### src/rtl/branch_predictor.sv
// Fetch-side branch predictor: direct-mapped BTB with 2-bit saturating counters,
// trained by EX-stage resolutions, with registered mispredict flush/redirect and statistics.
module branch_predictor #(
    parameter int N     = 32,
    parameter int IDX_W = 4,
    parameter int CNT_W = 32
) (
    input  logic             clk,
    input  logic             rst,
    input  logic [N-1:0]     if_pc,
    output logic             pred_taken,
    output logic [N-1:0]     pred_target,
    input  logic             res_valid,
    input  logic             res_is_branch,
    input  logic [N-1:0]     res_pc,
    input  logic             res_taken,
    input  logic [N-1:0]     res_target,
    input  logic             res_pred_taken,
    input  logic [N-1:0]     res_pred_target,
    output logic             flush,
    output logic [N-1:0]     redirect_pc,
    output logic [CNT_W-1:0] branch_count,
    output logic [CNT_W-1:0] mispred_count
);
    localparam int ENTRIES = 2 ** IDX_W;
    localparam int TAG_W   = N - IDX_W - 2;
    localparam logic [N-1:0] PC_STEP = N'(4);

    logic             valid_q  [ENTRIES];
    logic [TAG_W-1:0] tag_q    [ENTRIES];
    logic [N-1:0]     target_q [ENTRIES];
    logic [1:0]       ctr_q    [ENTRIES];

    logic [IDX_W-1:0] if_idx;
    logic [IDX_W-1:0] res_idx;
    logic [TAG_W-1:0] if_tag;
    logic [TAG_W-1:0] res_tag;
    logic             lookup_hit;
    logic             res_hit;
    logic             res_event;
    logic             mispredict;
    logic [1:0]       ctr_next;

    // Lookup reads only registered table state, so a write becomes visible after its edge.
    always_comb begin
        if_idx      = if_pc[IDX_W+1:2];
        if_tag      = if_pc[N-1:IDX_W+2];
        lookup_hit  = valid_q[if_idx] && (tag_q[if_idx] == if_tag);
        pred_taken  = lookup_hit && ctr_q[if_idx][1];
        pred_target = pred_taken ? target_q[if_idx] : if_pc + PC_STEP;
    end

    always_comb begin
        res_idx    = res_pc[IDX_W+1:2];
        res_tag    = res_pc[N-1:IDX_W+2];
        res_hit    = valid_q[res_idx] && (tag_q[res_idx] == res_tag);
        res_event  = res_valid && res_is_branch;
        mispredict = res_event &&
                     ((res_taken != res_pred_taken) ||
                      (res_taken && (res_target != res_pred_target)));
        ctr_next   = ctr_q[res_idx];
        if (res_hit) begin
            if (res_taken && (ctr_q[res_idx] != 2'b11)) begin
                ctr_next = ctr_q[res_idx] + 2'b01;
            end else if (!res_taken && (ctr_q[res_idx] != 2'b00)) begin
                ctr_next = ctr_q[res_idx] - 2'b01;
            end
        end else begin
            ctr_next = res_taken ? 2'b10 : 2'b01;
        end
    end

    // A miss allocates over whatever lived at the index; a hit only refreshes the target when taken.
    always_ff @(posedge clk) begin
        if (rst) begin
            for (int i = 0; i < ENTRIES; i++) begin
                valid_q[i]  <= 1'b0;
                tag_q[i]    <= '0;
                target_q[i] <= '0;
                ctr_q[i]    <= 2'b01;
            end
        end else if (res_event) begin
            valid_q[res_idx] <= 1'b1;
            tag_q[res_idx]   <= res_tag;
            ctr_q[res_idx]   <= ctr_next;
            if (!res_hit || res_taken) begin
                target_q[res_idx] <= res_target;
            end
        end
    end

    always_ff @(posedge clk) begin
        if (rst) begin
            flush       <= 1'b0;
            redirect_pc <= '0;
        end else begin
            flush <= mispredict;
            if (mispredict) begin
                redirect_pc <= res_taken ? res_target : res_pc + PC_STEP;
            end
        end
    end

    always_ff @(posedge clk) begin
        if (rst) begin
            branch_count  <= '0;
            mispred_count <= '0;
        end else begin
            if (res_event && (branch_count != {CNT_W{1'b1}})) begin
                branch_count <= branch_count + 1'b1;
            end
            if (mispredict && (mispred_count != {CNT_W{1'b1}})) begin
                mispred_count <= mispred_count + 1'b1;
            end
        end
    end
endmodule
### config.mk
export PLATFORM = sky130hd
export DESIGN_NAME = branch_predictor
export DESIGN_NICKNAME = d
export VERILOG_FILES = /design/src/rtl/branch_predictor.sv
export SDC_FILE = /design/constraint.sdc
export NUM_CORES = 2
export LEC_CHECK = 0
export BUFFER_PORTS_ARGS = -buffer_cell sky130_fd_sc_hd__buf_2
export CORE_MARGIN = 2
export CORE_UTILIZATION = 58
export CTS_BUF_LIST = sky130_fd_sc_hd__clkbuf_4 sky130_fd_sc_hd__clkbuf_8
export DETAILED_ROUTE_END_ITERATION = 10
export PLACE_DENSITY = 0.79
export SLEW_MARGIN = 20
export SYNTH_ARGS = -nofsm -noshare
export SYNTH_HDL_FRONTEND = slang
export SYNTH_SLANG_ARGS = --single-unit
### constraint.sdc
create_clock -name clk -period 4.6 [get_ports clk]
set_clock_uncertainty 0.1 [all_clocks]
set_input_delay 0.23 -clock clk [delete_from_list [all_inputs] [get_ports clk]]
set_output_delay 0.23 -clock clk [all_outputs]
set_load 0.05 [all_outputs]
==> results.yml <==
status:
  status: "finished clean"
sta:
  fin_crit_ps: 4550
  min_period_over_period: 0.990
  tns_ps: 0
  slew_headroom: 0.245
  slew_viol_final: 0
  fmax_mhz: 220
  rsz0062_at_grt: "no"
  setup_viol: 0
  worstMarginPinSlew_ps: 1130
  setup_ws_ps: 46.8
  finalHoldViolCount: 0
  finalHoldWorstSlack_ps: 93.1
pwr:
  p_leak_nw: 24.5
  switchingPower_mw: 6.07
  sw_frac_of_total: 0.263
  powerDensity_nw_per_um2: 364
  p_comb_frac: 0.127
  p_seq_frac: 0.490
  power.total_mw: 23.1
  ir_drop_v: 0.000315
  p_int_mw: 17.0
  clkPwrFrac: 0.383
layout:
  fin_nets: 4545
  instances_no_fill: 5826
  final_area_sq_um: 63400
  nFillCells: 6520
  drive_gt1_frac: 0.264
  final_core_util: 0.667
  area_growth_syn_to_layout_pct: 13.9
synthesis:
  synth_edf_count: 960
  ys_seq_area_frac: 0.558
  yosysWarningCount: 0
  yosys.area.top_type: "edfxtp_1"
  synth.cell_area_sq_um: 55700
  syn_inst: 4122
  synth.avg_cell_area_sq_um: 13.5
  synth_area_leaders: "edfxtp_1, mux4_2, and3_1"
  synth-seq-cells: 1073
  ys_types: 81
  synth_top_area_share: 0.518
  synth_fp_nets: 4265
  synth_ff_type: "edfxtp_1"
  async_flop_share: 0
clock_network:
  cts_tree: "yes"
  htreeDepth: 4
  cts_buffer_depth: 3
  numClockSinks: 1073
  cts-buffers-inserted: 177
  clk_latency_ps: 900
  cts_root_buf: "clkbuf_8"
  clk_pin_slew_worst_paths_ps: 60
worst_setup_path:
  reg2regPathDepth: 10
  r2r_slack_ps: 620
  critPathSlowestCell: "mux2i_1"
  rr_startpoint: "tag_q[4][16]"
  start_kind: "register"
  worstPathRequired_ps: 4270
  critPathMaxStageDelay_ps: 610
  cp_cell_sequence: "mux4_2 > mux2i_1 > o22ai_1 > o32ai_2 > nand3_2 > nor4_4 > buf_6 > buf_4 > mux2_4 > buf_2"
  path_class: "register to output pin"
  crit_path_end_kind: "output pin"
  arrival_ps: 4220
  worstPathMaxFanout: 4
  worstReg2RegEnd: "target_q[3][22]"
global_route:
  grt_use_total: 0.374
  grt_pass1_vias: 38491
  antenna_found_initial: 18
  grt_max_degree: 93
  grt_pass1_wl_um: 264000
  grt.overflow.total: 0
worst_hold_path:
  min_from: "res_target[11]"
  hold_path_class: "primary input to register"
  hold_path_depth: 3
  min_to: "target_q[13][11]"
place:
  gp_congestion: 1.00
  dp.cells: 5411
  placed_cell_area_sq_um: 58800
  post-dp-hpwl_um: 119000
  pre_cts_slack_ps: 29.5
  io_buffer_count: 263
detailed_routing:
  drc: 0
  detail_route.first_pass.iterations: 6
  postRouteWirelength_um: 185000
  via_per_inst: 6.80
  dr.first_iter.drc_count: 6832
  detail-route-antenna-nets: 0
  num_vias: 39606
  wl_per_cell_um: 31.7
floorplanning:
  die_h_um: 314
  core_area_sq_um: 95000
  die-area_sq_um: 98500
  die_x_um: 314
  initial_utilization: 0.586
  rows: 113
  ios: 264
job:
  cap_violations: 0
==> kinds of logic (layout without fill, tap and decap cells) <==
family	after synthesis	after routing	share of synthesized area
mux	569	569	0.181
other cells	0	9	0
compound gates	271	271	0.0325
flops	1073	1073	0.558
simple gates	1511	1511	0.154
buf+inv	500	930	0.0421
xor+xnor	189	189	0.0297
fa+ha+maj	9	9	0.00202
==> power groups by stage <==
stage	combinational, mW	clock [mW]	sequential (mW)
after detailed placement	2.75	0	11.5
final	2.92	8.84	11.3
after global placement	2.72	0	11.5
after floorplan	1.65	0	11.5
after global routing	2.98	9.23	11.3
after CTS	2.81	8.84	11.3
==> how the worst max path moves through the flow <==
stage,start,endpoint
after detailed placement,res_pc[3],target_q[1][25]
after global placement,res_pc[3],target_q[14][11]
after global routing,tag_q[1][18],pred_target[25]
after floorplan,res_pc[5],target_q[3][0]
after CTS,tag_q[1][22],pred_target[1]
final,tag_q[9][1],pred_target[30]
==> worst max-delay path: cells and delay by family, from the launching register on <==
family                 cells  cell delay (ps)
flip-flops                 1              400
AND/OR/NAND/NOR            2              470
AO/OA/AOI/OAI              2              510
buffers and inverters      3              580
multiplexers               3             1410
==> synth_stat cells (all sizes together) (4+ instances only) <==
| master | n |
|---|---|
| a211oi | 15 |
| a21oi | 47 |
| a221oi | 19 |
| a22o | 16 |
| a22oi | 20 |
| a31oi | 4 |
| and2 | 437 |
| and3 | 476 |
| and4 | 12 |
| buf | 131 |
| clkbuf | 300 |
| dfxtp | 113 |
| edfxtp | 960 |
| ha | 9 |
| inv | 68 |
| mux2 | 55 |
| mux2i | 179 |
| mux4 | 335 |
| nand2 | 140 |
| nand2b | 10 |
| nand3 | 60 |
| nand4 | 37 |
| nor2 | 227 |
| nor2b | 18 |
| nor3 | 35 |
| nor3b | 4 |
| nor4 | 19 |
| o211ai | 6 |
| o21ai | 87 |
| o221ai | 5 |
| o22ai | 14 |
| o32ai | 4 |
| or3 | 23 |
| xnor2 | 87 |
| xor2 | 102 |
==> registers in the layout, indices dropped and copies added, names as in the netlist <==
| name | count |
|---|---|
| ctr_q | 32 |
| flush | 1 |
| valid_q | 16 |
| target_q | 512 |
| redirect_pc | 32 |
| tag_q | 416 |
| mispred_count | 32 |
| branch_count | 32 |
==> cell type report <==
type / instances / area, sq um / share of cell area
Antenna cell: 9 / 22.5 / 0.000355
Multi-Input combinational cell: 2549 / 22500 / 0.355
Tap cell: 1265 / 1580 / 0.0250
Clock buffer: 263 / 3190 / 0.0503
Clock inverter: 66 / 529 / 0.00835
Sequential cell: 1073 / 31100 / 0.490
Timing Repair Buffer: 532 / 4230 / 0.0667
Inverter: 69 / 260 / 0.00410
==> per-layer routing <==
metal	vias up	GRT usage	routed length, um
met2	3445	0.560	83100
met4	10	0.204	11300
met3	590	0.114	27300
met5	-	0	61
li1	16126	-	-
met1	19435	0.493	63200
==> cell usage in the layout, fill, tap and decap left out, types with 73 or more instances in the layout <==
cell,count
dlygate4sd3_1,73
nor2_1,199
mux2i_1,175
xor2_1,102
and2_1,436
edfxtp_1,960
buf_4,148
xnor2_1,87
mux4_2,325
o21ai_0,87
and3_1,476
nand2_1,140
dfxtp_1,113
clkbuf_8,195
buf_2,254
==> what timing repair did <==
action                     in CTS  in global routing
setup endpoints to repair      23                 32
resized for setup               1                 15
buffers inserted                0                  1
hold endpoints to repair      933                  0
pin swaps                       0                  5
hold buffers                   73                  0
No activity file was read; power rests on OpenSTA's default activity.
